[src/rtl/updown_counter_param.sv]
// Parametrised up/down counter with synchronous load, count prescaler,
// optional saturation and a registered wrap pulse.
module updown_counter_param #(
    parameter int             WIDTH    = 8,
    parameter longint unsigned MODULUS = 64'd1 << WIDTH,
    parameter int             PRESCALE = 1,
    parameter bit             SATURATE = 1'b0
) (
    input  logic             Clk,
    input  logic             Reset,
    input  logic             E,
    input  logic             M,
    input  logic             Load,
    input  logic [WIDTH-1:0] D,
    output logic [WIDTH-1:0] Q,
    output logic             Cout,
    output logic             Bout,
    output logic             Wrap
);

    localparam logic [WIDTH-1:0] MAX_VAL  = WIDTH'(MODULUS - 64'd1);
    localparam int               PRE_W    = (PRESCALE > 1) ? $clog2(PRESCALE) : 1;
    localparam logic [PRE_W-1:0] PRE_LAST = PRE_W'(PRESCALE - 1);

    logic [WIDTH-1:0] q_q, q_d;
    logic [PRE_W-1:0] pre_q, pre_d;
    logic             wrap_q, wrap_d;

    // NOTE: every next-state signal gets a default before any branch so no
    // path leaves it unassigned, which would otherwise infer a latch.
    always_comb begin
        q_d    = q_q;
        pre_d  = pre_q;
        wrap_d = 1'b0;
        if (Load) begin
            q_d   = (D > MAX_VAL) ? MAX_VAL : D;
            pre_d = '0;
        end else if (E) begin
            if (pre_q == PRE_LAST) begin
                pre_d = '0;
                if (M) begin
                    if (q_q != MAX_VAL) begin
                        q_d = q_q + WIDTH'(1);
                    end else if (!SATURATE) begin
                        q_d    = '0;
                        wrap_d = 1'b1;
                    end
                end else begin
                    if (q_q != '0) begin
                        q_d = q_q - WIDTH'(1);
                    end else if (!SATURATE) begin
                        q_d    = MAX_VAL;
                        wrap_d = 1'b1;
                    end
                end
            end else begin
                // Direction is not looked at until the prescaler reaches its last count.
                pre_d = pre_q + PRE_W'(1);
            end
        end
    end

    // NOTE: state registers use non-blocking assignments so all flops update
    // together from values sampled before the edge.
    always_ff @(posedge Clk or negedge Reset) begin
        if (!Reset) begin
            q_q    <= '0;
            pre_q  <= '0;
            wrap_q <= 1'b0;
        end else begin
            q_q    <= q_d;
            pre_q  <= pre_d;
            wrap_q <= wrap_d;
        end
    end

    assign Q    = q_q;
    assign Cout = (q_q == MAX_VAL);
    assign Bout = (q_q == '0);
    assign Wrap = wrap_q;

endmodule
[config.mk]
export PLATFORM = sky130hd
export DESIGN_NAME = updown_counter_param
export DESIGN_NICKNAME = d
export VERILOG_FILES = /design/src/rtl/updown_counter_param.sv
export SDC_FILE = /design/constraint.sdc
export NUM_CORES = 1
export LEC_CHECK = 0
export ABC_CLOCK_PERIOD_IN_PS = 5800
export CAP_MARGIN = 15
export CORE_MARGIN = 4
export CORE_UTILIZATION = 40
export CTS_CLUSTER_SIZE = 25
export DETAILED_ROUTE_END_ITERATION = 12
export PLACE_DENSITY_LB_ADDON = 0.1
export SLEW_MARGIN = 20
export SYNTH_ARGS = -nofsm -noshare
export SYNTH_HDL_FRONTEND = slang
export SYNTH_SLANG_ARGS = --single-unit
[constraint.sdc]
create_clock -name Clk -period 5.8 [get_ports Clk]
set_input_delay 1.16 -clock Clk [delete_from_list [all_inputs] [get_ports Clk]]
set_output_delay 1.16 -clock Clk [all_outputs]
set_load 0.05 [all_outputs]
==> metrics.md <==
| Metric | Value |
|---|---|
| Most frequent cells in the layout | `clkdlybuf4s50_1, nand2_1, nor2_1` |
| Netlist Area Pre-Place | `847 um2` |
| Worst EP required | `4.64 ns` |
| WP data arrival | `2.54 ns` |
| Final #Nets | `150` |
| Final setup skew | `0.00305 ns` |
| Die Y-Extent | `54.0 um` |
| Commonest non-fill, non-tap cell in the layout | `clkdlybuf4s50_1` |
| Synth Register Bits | `9` |
| Final worst slack | `2.10 ns` |
| Largest cells by area after synthesis | `dfrtp_1, nand2_1, nor2_1` |
| Worst Max-Slew Pin Slew | `0.678 ns` |
| Max transition margin | `54.7%` |
| Initial antenna violation count | `0` |
| Buffers added on ports | `23` |
| Final setup vio count | `0` |
| Placeable Area | `1980 um2` |
| Worst setup path end | `Cout` |
| Worst r2r dst | `Q[4]$_DFFE_PN0P_` |
| Total global routing overflow | `0` |
| Top Metal Used | `met4` |
| RePlAce Congestion | `0.953` |
| First-pass GRT wire length | `3960 um` |
| Die width | `54.0 um` |
| Initial drt markers | `23` |
| Tot GR Track Use | `18.9%` |
| DIE AREA | `2920 um2` |
| Hold Violations, Final | `0` |
| Reg-to-Reg Start | `Q[0]$_DFFE_PN0P_` |
| DRC | `0` |
| Max Freq | `270 MHz` |
| Seq/Total Area, Yosys | `26.6%` |
| R2r setup slk | `3.61 ns` |
| RSZ-0062 raised after global routing | `no` |
| Worst slack at placement | `2.45 ns` |
| Syn nets | `132` |
| WS Path Type | `register to output pin` |
| Share of cells above drive strength 1 | `5.26%` |
| Clock-pin slew on the worst setup and hold paths | `0.06 ns` |
| Htree depth | `1` |
| Hold Buf Count CTS | `0` |
| Routed WL per cell | `14.6 um` |
| Power density cells | `221 nW/um2` |
| Row count | `16` |
| Netlist cell types | `38` |
| Setup TNS after final layout | `0 ns` |
| Synth area leader | `dfrtp_1` |
| Vias in the first global route | `844` |
| Critical path startpoint | `Q[0]$_DFFE_PN0P_` |
| Clock Tree Buf Depth | `2` |
| FILL cells | `193` |
| Crit path max fanout | `11` |
| Met2 wire length | `1030 um` |
| Final HPWL DP | `1690 um` |
| Status | `completed` |
| Worst skew pair latency | `0.26 ns` |
| Synth Instances | `116` |
| Metal1 wirelength | `1100 um` |
| CTS tree | `yes` |
| Leakage | `0.429 nW` |
| Post-CTS sizing | `0` |
| Postcts setup bufs | `0` |
| # diodes | `0` |
| Final WL | `2340 um` |
| Largest net degree at the start of global routing | `20` |
| TritonCTS Buffers | `3` |
| R2r worst-path depth | `6` |
| Via count | `917` |
| Final Cycle Share | `63.8%` |
| Worst vdd ir | `0.125 mV` |
| CTS Root Cell | `clkbuf_4` |
| Vias per cell | `5.73` |
| Crit end category | `output pin` |
| Final Max Slew Viols | `0` |
| P&R area growth vs syn | `29.2%` |
| Syn_area_per_cell | `7.30 um2` |
| Clock Sinks | `9` |
| Synth top area share | `26.6%` |
| Worst Setup Start Kind | `register` |
| Top Ports | `24` |
| Post-DRT Antenna Nets | `0` |
| Hold Path Class | `register to register` |
| Starting Density | `42.7%` |
| Pre-antenna DRT Iters | `4` |
| Period minus WS final | `3.70 ns` |
| Metal3 WL | `165 um` |
| YS warnings | `0` |
| Max_cap viols | `0` |
==> kinds of logic after synthesis <==
logic type	after synthesis	share of synthesized area, %
adders and majority gates	3	4.43
muxes	3	3.55
AOI/OAI and AO/OA	31	25.4
DFF	9	26.6
xor gates and xnor gates	2	2.07
and+or+nand+nor	54	31.2
buffers and inverters	14	6.79
==> metal layers <==
layer	vias to the layer above	global-route usage [%]
li1	451	-
met1	422	27.3
met2	38	27.4
met3	6	2.49
met4	0	8.71
met5	-	0
==> synth_stat cells <==
cell	number
a21boi_2	1
a21o_1	1
a21oi_1	7
a221o_1	1
a221oi_1	1
a22o_1	1
a311o_1	1
a31oi_1	2
a41o_1	1
and3_1	1
buf_2	4
clkbuf_1	6
dfrtp_1	9
ha_1	3
inv_1	4
mux2i_1	3
nand2_1	15
nand2b_1	2
nand3_1	9
nand3b_1	2
nor2_1	13
nor2b_1	2
nor3_1	6
nor4_1	1
o211ai_1	1
o21a_1	1
o21ai_0	4
o21ai_1	1
o21ai_2	1
o22ai_1	3
o311ai_0	1
o31ai_1	1
o32ai_1	1
o41ai_1	1
or3_1	1
or3_4	1
or4b_4	1
xnor2_1	2
==> flip-flops by register name, summed over array words and instances, names as in the netlist <==
name  cells
Q         8
Wrap      1
==> critical path: stages (launching register included) <==
cell and delay (ns):
dfrtp_1 0.52, ha_1 0.34, nand3_1 0.13, nor3_1 0.40, clkdlybuf4s50_1 0.89
==> how the worst min path moves through the flow <==
stage	from	end	slack [ns]	depth (start not counted)
2_1_floorplan	Reset	Q[0]$_DFFE_PN0P_	0.86	0
3_3_place_gp	Q[7]$_DFFE_PN0P_	Q[7]$_DFFE_PN0P_	0.70	2
3_5_place_dp	Q[7]$_DFFE_PN0P_	Q[7]$_DFFE_PN0P_	0.71	2
4_1_cts	Q[7]$_DFFE_PN0P_	Q[7]$_DFFE_PN0P_	0.72	2
5_1_grt	Q[7]$_DFFE_PN0P_	Q[7]$_DFFE_PN0P_	0.77	2
6_report	Q[7]$_DFFE_PN0P_	Q[7]$_DFFE_PN0P_	0.72	2
==> final cells by class <==
class	count	area, um2	share of cell area, %
Multi-Input combinational cell	93	564	51.5
Inverter	4	15.0	1.37
Timing Repair Buffer	23	230	21.0
Sequential cell	9	225	20.6
Tap cell	27	33.8	3.09
Clock buffer	4	26.3	2.40
==> where the power goes <==
| group | internal (mW) | total (mW) | switching (mW) |
|---|---|---|---|
| clock | 0.0265 | 0.0476 | 0.0212 |
| combinational | 0.0439 | 0.107 | 0.0633 |
| sequential | 0.0692 | 0.0874 | 0.0181 |
| total | 0.140 | 0.242 | 0.103 |
==> per-stage QoR <==
stage	area (um2)	power (mW)	cells	util, %	hold slack [ns]
3_5_place_dp	1070	0.195	156	53.9	0.708
2_1_floorplan	847	0.160	116	-	0.864
4_1_cts	1090	0.244	160	55.2	0.716
5_1_grt	1090	0.259	160	55.2	0.771
6_report	1090	0.242	160	55.2	0.721
3_3_place_gp	1070	0.194	156	53.9	0.696
Note: power is estimated with default switching activity, not from simulation.
